===== src/rtl/tmds_pkg.sv =====
// Shared TMDS constants and scheduler types.
// Used by the symbol scheduler and the lane encoders.
package tmds_pkg;

   localparam int SYM_W = 10;
   localparam int LANES = 3;

   localparam logic [SYM_W-1:0] CTRL_00 = 10'b1101010100;
   localparam logic [SYM_W-1:0] CTRL_01 = 10'b0010101011;
   localparam logic [SYM_W-1:0] CTRL_10 = 10'b0101010100;
   localparam logic [SYM_W-1:0] CTRL_11 = 10'b1010101011;

   localparam logic [3:0] PHASE_FETCH = 4'd8;
   localparam logic [3:0] PHASE_LAST  = 4'd9;

   typedef enum logic [1:0] {
      STARTUP = 2'd0,
      RUN     = 2'd1,
      IDLE    = 2'd2
   } sched_state_t;

endpackage


===== src/rtl/symbol_phase_counter.sv =====
// Free-running 0..9 symbol phase counter with fetch/load strobes.
// Shared by the scheduler and the encoders to stay in lockstep.
module symbol_phase_counter
   import tmds_pkg::*;
(
   input  logic       clk_i,
   input  logic       rst_i,
   output logic [3:0] phase_o,
   output logic       fetch_o,
   output logic       load_o
);

   logic [3:0] phase;

   // Count 0..9 and wrap; reset realigns with the serializers.
   always_ff @(posedge clk_i) begin
      if (rst_i)
         phase <= 4'd0;
      else if (phase == PHASE_LAST)
         phase <= 4'd0;
      else
         phase <= phase + 4'd1;
   end

   assign phase_o = phase;
   assign fetch_o = (phase == PHASE_FETCH);
   assign load_o  = (phase == PHASE_LAST);

endmodule


===== src/rtl/tmds_symbol_scheduler.sv =====
// Feeds one 3-lane TMDS word per symbol period to the serializers,
// substituting idle control symbols at startup, when disabled, on underflow.
module tmds_symbol_scheduler
   import tmds_pkg::*;
#(
   parameter int unsigned      STARTUP_SYMBOLS = 16,
   parameter logic [SYM_W-1:0] CTRL_IDLE       = CTRL_00,
   parameter int unsigned      UFLOW_W         = 16
) (
   input  logic                     clk_i,
   input  logic                     rst_i,
   input  logic                     enable_i,
   input  logic                     s_valid_i,
   input  logic [LANES*SYM_W-1:0]   s_data_i,
   output logic                     s_ready_o,
   output logic [LANES*SYM_W-1:0]   d_o,
   output logic [3:0]               phase_o,
   output logic                     running_o,
   output logic                     underflow_o,
   output logic [UFLOW_W-1:0]       underflow_cnt_o
);

   localparam logic [LANES*SYM_W-1:0] IDLE_WORD = {LANES{CTRL_IDLE}};
   localparam logic [7:0] LAST_SYM = 8'(STARTUP_SYMBOLS - 1);

   sched_state_t state;
   sched_state_t state_nxt;

   logic [3:0]             phase;
   logic                   fetch;
   logic                   load;
   logic [7:0]             sym_cnt;
   logic                   last_sym;
   logic                   ready;
   logic                   take;
   logic                   miss;
   logic [LANES*SYM_W-1:0] d;
   logic                   running;
   logic                   uflow;
   logic [UFLOW_W-1:0]     ucnt;

   symbol_phase_counter u_phase (
      .clk_i   (clk_i),
      .rst_i   (rst_i),
      .phase_o (phase),
      .fetch_o (fetch),
      .load_o  (load)
   );

   assign last_sym = (sym_cnt == LAST_SYM);

   // State register; transitions only take effect at FETCH.
   always_ff @(posedge clk_i) begin
      if (rst_i)
         state <= STARTUP;
      else
         state <= state_nxt;
   end

   // Next state: enable is only looked at on FETCH.
   always_comb begin
      state_nxt = state;
      if (fetch) begin
         unique case (state)
            STARTUP: begin
               if (last_sym)
                  state_nxt = enable_i ? RUN : IDLE;
            end
            RUN: begin
               if (!enable_i)
                  state_nxt = IDLE;
            end
            IDLE: begin
               if (enable_i)
                  state_nxt = RUN;
            end
            default: state_nxt = STARTUP;
         endcase
      end
   end

   // Handshake decode: ready never looks at s_valid_i.
   always_comb begin
      ready = fetch && (state == RUN) && enable_i;
      take  = ready && s_valid_i;
      miss  = ready && !s_valid_i;
   end

   // Output word, run flag, underflow pulse/count and startup counter.
   always_ff @(posedge clk_i) begin
      if (rst_i) begin
         d       <= IDLE_WORD;
         running <= 1'b0;
         uflow   <= 1'b0;
         ucnt    <= '0;
         sym_cnt <= 8'd0;
      end else begin
         if (fetch) begin
            d       <= take ? s_data_i : IDLE_WORD;
            running <= ready;
            uflow   <= miss;
            if (miss && (ucnt != '1))
               ucnt <= ucnt + UFLOW_W'(1);
         end else if (load) begin
            uflow <= 1'b0;
         end
         if (fetch && (state == STARTUP))
            sym_cnt <= sym_cnt + 8'd1;
      end
   end

   assign s_ready_o       = ready;
   assign d_o             = d;
   assign phase_o         = phase;
   assign running_o       = running;
   assign underflow_o     = uflow;
   assign underflow_cnt_o = ucnt;

endmodule


===== config.mk =====
export PLATFORM = sky130hd
export DESIGN_NAME = tmds_symbol_scheduler
export DESIGN_NICKNAME = d
export VERILOG_FILES = /design/src/rtl/tmds_pkg.sv /design/src/rtl/symbol_phase_counter.sv /design/src/rtl/tmds_symbol_scheduler.sv
export SDC_FILE = /design/constraint.sdc
export NUM_CORES = 1
export LEC_CHECK = 0
export CORE_UTILIZATION = 49
export DETAILED_ROUTE_END_ITERATION = 7
export GPL_ROUTABILITY_DRIVEN = 0
export PLACE_DENSITY = 0.85
export SLEW_MARGIN = 10
export SYNTH_ARGS = -nofsm -noshare
export SYNTH_HDL_FRONTEND = slang
export SYNTH_SLANG_ARGS = --single-unit
export TNS_END_PERCENT = 100

===== constraint.sdc =====
create_clock -name clk_i -period 3.22 [get_ports clk_i]
set_clock_uncertainty 0.15 [all_clocks]
set_input_delay 0.322 -clock clk_i [delete_from_list [all_inputs] [get_ports clk_i]]
set_output_delay 0.322 -clock clk_i [all_outputs]
set_load 0.1 [all_outputs]

# Word level (Yosys, flattened, before mapping)
# Cells that the tools add are included.
# totals
ff_bits,62
inputBits,34
output_inout_bits,53
elab_cells,39
# classes
addsub,3
eq_ne,9
n_mux,8
reduce_logical,12
# ops
op,n
30-bit two-way mux,1
16-bit by 1-bit adder with 16-bit output (second input constant),1
16-bit inequality test (second input constant),1
8-bit by 1-bit adder with 8-bit output (second input constant),1
4-bit == test (second input constant),2
8-bit by 4-bit == test with 1-bit output (second input constant),1
2-bit two-way mux,4
1-bit logical AND,6
2-bit inequality test (second input constant),3
2-bit case mux with 3 select lines,1
4-bit by 1-bit adder with 4-bit output (second input constant),1
4-bit AND reduction,1
2-bit by 1-bit == test with 1-bit output (second input constant),1
2-bit == test (second input constant),1
2-bit logical NOT,1
1-bit two-way mux,2
2-bit AND reduction,1
2-bit nonzero test,1
2-bit OR reduction,1
1-bit logical NOT,1

# Depth between registers and ports, before layout
# logic_depth
word_depth,6
mapped_depth,9
depth_no_buf,6

# Cells and area by module
# Synthesis repeated with hierarchy kept, for this count alone.
# unflattened
cells_unflattened,285
area_unflattened_um2,2588.7
# by_module_without_submodules
module,n_inst,cells_per_inst,area_per_inst_um2,seq_area_each_um2
tmds_symbol_scheduler,1,263,2364.8,1161.1
symbol_phase_counter,1,22,224.0,80.1

# Worst setup path after synthesis
# No wires, ideal clock.
# synth_path
path_type,reg2reg
start,"reg u_phase.phase[0], in the netlist u_phase.phase_o[0]"
end,"reg running, in the netlist running_o"
setup_time_ns,0.128
arrival_ns,2.512
t_required_ns,2.942
path_slack_ns,0.431
path_stages_with_launch,8
path_buffers,1
period_less_slack_ns,2.789
cell_sequence,dfxtp_1 inv_1 ha_1 and4b_1 clkbuf_1 and2_1 a21oi_1 nor2_1
# synth_between
elab_chain_len,3
# synth_lines
item,line,text
"start, declared",symbol_phase_counter.sv:13,logic [3:0] phase;
"start signal, assigned",symbol_phase_counter.sv:22,phase <= phase + 4'd1;
4-bit == test,symbol_phase_counter.sv:26,assign fetch_o = (phase == PHASE_FETCH);
1-bit logical AND (2 in series),tmds_symbol_scheduler.sv:84,ready = fetch && (state == RUN) && enable_i;
via s_ready_o,tmds_symbol_scheduler.sv:15,"output logic s_ready_o,"
"end signal, assigned",tmds_symbol_scheduler.sv:100,running <= ready;
"end, declared",tmds_symbol_scheduler.sv:38,logic running;
# The timed path passes the listed nets, and every way through them passes these cells.
# A chain may end at the register's enable or synchronous reset.

# Worst setup path after layout
# layout_path
start,"reg ucnt[15], in the netlist underflow_cnt_o[15]"
end,out underflow_cnt_o[15]
# layout_rtl
item,line,text
"start, declared",tmds_symbol_scheduler.sv:40,logic [UFLOW_W-1:0] ucnt;
"start signal, assigned",tmds_symbol_scheduler.sv:103,ucnt <= ucnt + UFLOW_W'(1);
"end, declared",tmds_symbol_scheduler.sv:20,output logic [UFLOW_W-1:0] underflow_cnt_o
# No word-level cell between the ends.

==> key figures <==
Status
  • Outcome: finished, final reports clean

Die
  • Die area: 5680 um^2
  • Row count: 26
  • IO Pins: 87
  • Core Region: 5140 um^2
  • Die span in x: 75.4 um
  • Die Height: 75.4 um
  • Starting density of the core: 51.3%

Worst setup path
  • Crit-path max cell delay: 1150 ps
  • Crit path launch: underflow_cnt_o[15]
  • Crit Reg-Reg Startpoint: u_phase.phase_o[0]
  • Setup CP Type: reg2out
  • Top delay family on crit path: buffers and inverters
  • Setup crit end kind: primary output
  • Worst path cell trace: clkdlybuf4s50_1
  • Worst setup SP type: flop
  • Crit Path Max Fanout: 4
  • Worst reg-to-reg setup slack: 930 ps
  • Slowest stage cell on the critical path: clkdlybuf4s50_1
  • Bufs and invs on worst path: 1
  • Worst Path Arrival: 1860 ps
  • Worst path required time: 2750 ps

Pwr
  • Comb power frac: 6.4%
  • Leak: 1.37 nW
  • Power Dens Cells: 441 nW/um^2
  • VDD IR-drop max: 0.000326 V
  • Internal power: 1.29 mW
  • Sequential share of power: 47.3%
  • Net load switching power: 0.347 mW
  • Switching Fraction: 21.2%
  • Clk pwr share: 46.3%

STA
  • Setup TNS: 0 ps
  • Final period util: 72.6%
  • Setup violations, final: 0
  • Final max-slew violation count: 0
  • Final Hold Vio Count: 0
  • Rel. slew slack: 33.3%
  • RSZ-0062 raised after global routing: false
  • Worst Tran Pin Value: 998 ps
  • Achievable Freq: 0.428 GHz
  • Post-layout min period: 2340 ps
  • Hold_ws: 309 ps

GRT
  • GR met3 Demand/Resource: 6.75%
  • Antenna violations before repair: 0
  • Largest net degree at the start of global routing: 33
  • Vias in the first global route: 2390
  • GR peak layer: met2
  • Global route overflow: 0
  • First-pass GRT wire length: 10.8 mm
  • GRT Overall Usage: 25.2%
  • Grt met2 use: 42.2%
  • Routing usage on met1: 30.3%

Routing
  • Via count: 2656
  • Iter 0 DRT Violations: 201
  • Pre-antenna DRT Iters: 5
  • Antenna-violating nets left: 0
  • # DRC: 0
  • Vias per cell: 5.85
  • Final wirelength: 6.78 mm
  • Avg WL per Cell: 14.9 um

Layout
  • Multi-input logic area: 1300 um^2
  • Ant diodes: 0
  • Nets: 419
  • Share of cells above drive strength 1: 10.4%
  • Design area: 3710 um^2
  • Fillers: 419
  • Final std cells w/o fill: 454
  • Area grow syn2layout: 40.5%
  • Storage cell area: 1240 um^2

Placement
  • Placed cell area: 3490 um^2
  • HPWL after DPL: 4.48 mm
  • Cell count after placement: 439
  • Count of port buffers added during placement: 86

Synth
  • Post-synthesis cell count: 298
  • Yosys warns: 0
  • Main synth FF type: dfxtp_1
  • Number of distinct library cells after synthesis: 47
  • Asr flop ratio synth: 0%
  • Syn Area/Cell: 8.85 um^2
  • Post-synth EDFFs: 0
  • Flop and latch count out of synthesis: 62
  • Post-Syn Nets: 337
  • Mapped Area: 2640 um^2
  • Seq/Total Area, Yosys: 47.0%

Clock tree
  • H-tree levels: 3
  • CTS Hold Buffers Added: 0
  • Worst-Skew Late Latency: 330 ps
  • CTS tree: built
  • # Post-CTS Setup Buffers: 0
  • CTS Buf Count: 9
  • Clock transition at path regs: 70 ps
  • Clk sinks: 62
  • Max clock buf depth: 2
  • Post-cts sizing count: 0
  • Clk root buf: clkbuf_8

Worst hold path
  • Worst Hold Class: reg2reg
  • Beginning of the worst hold path: underflow_o

Job
  • Max Cap Viol: 0
[path summary, 6_finish.rpt]
path | cells after the start | end
max | 1 | underflow_cnt_o[15]
min | 2 | underflow_o
max reg2reg | 6 | underflow_cnt_o[11]
min reg2reg | 2 | underflow_o
[cell usage after synthesis (4+ instances only)]
library cell   n  area share (%)
nor4_1         7             1.7
mux2_1         4             1.7
xnor2_1        4             1.3
and3_1         5             1.2
dfxtp_1       62              47
nand4_1        8             1.9
o22ai_1       15             3.6
nor2_1        33             4.7
o31ai_1        4             1.1
nand2_1       28             4.0
inv_1          6            0.85
a21oi_1       14             2.7
or4_1          5             1.4
ha_1           5             2.4
a22oi_1       15             4.3
nor2b_1        6             1.4
clkbuf_1      15             2.1
nor3_1         6             1.1
nand3_1       13             2.5
[stage by stage]
stage	util (%)	worst slack [ps]	power [mW]
3_3_place_gp	67.8	774	0.894
4_1_cts	72.2	878	1.65
2_1_floorplan	-	431	0.840
5_1_grt	72.2	704	1.69
3_5_place_dp	67.8	725	0.895
6_report	72.2	884	1.64
[cell usage in the layout (no fill, tap or decap), drive strengths merged, types with 4 or more instances in the layout]
cell type / Yosys / layout
xnor2: 4 / 4
a21oi: 14 / 14
buf: 3 / 22
nand2: 28 / 28
ha: 5 / 5
or4: 5 / 5
nand3: 13 / 13
nor2b: 6 / 6
clkbuf: 15 / 11
o22ai: 15 / 15
nor4: 7 / 7
dfxtp: 62 / 62
nand4: 8 / 8
o31ai: 4 / 4
and3: 5 / 5
nor2: 33 / 33
nor3: 6 / 6
a22oi: 15 / 15
mux2: 5 / 5
inv: 6 / 6
clkdlybuf4s50: 0 / 67
[cell families (layout without fill, tap and decap cells)]
logic type	count (synthesis)	in the layout	synth area share [%]
muxes	7	7	2.89
xor gates and xnor gates	7	7	2.32
AOI/OAI and AO/OA	64	64	16.2
adders and majority gates	5	5	2.37
and+or+nand+nor	129	129	25.5
DFF	62	62	47.0
buffers and inverters	24	110	3.70
[sequential cells by signal (all words and copies together), names as in the netlist]
signal	flops
d_o	30
underflow_cnt_o	16
sym_cnt	8
u_phase.phase_o	4
state	2
running_o	1
underflow_o	1
[worst register-to-register path: stages (launching register included)]
cell and delay [ps]:
dfxtp_1 350, inv_1 80, ha_1 240, and4b_1 320, nand3_1 300, nor4_1 390
mux2_1 350
[metal layers]
layer / share of wire, % / routed length [um] / vias up
met1: 41 / 2780 / 1267
li1: - / - / 1252
met3: 8.5 / 574 / 11
met4: 1.3 / 90 / 0
met5: 0 / 0 / -
met2: 49 / 3330 / 126
[power groups by stage]
stage          logic (mW)  registers, mW  clock network, mW
2_1_floorplan      0.0256          0.814                  0
4_1_cts             0.104          0.775              0.767
3_5_place_dp        0.103          0.792                  0
3_3_place_gp        0.102          0.792                  0
5_1_grt             0.111          0.775              0.803
6_report            0.104          0.775              0.758
[layout make-up]
cell class                      count  area share, %
Multi-Input combinational cell    212           35.1
Sequential cell                    62           33.5
Timing Repair Buffer               89           22.5
Clock buffer                       11           4.08
Tap cell                           70           2.36
Clock inverter                      4           1.89
Inverter                            6          0.607
(Power assumes the default switching activity.)
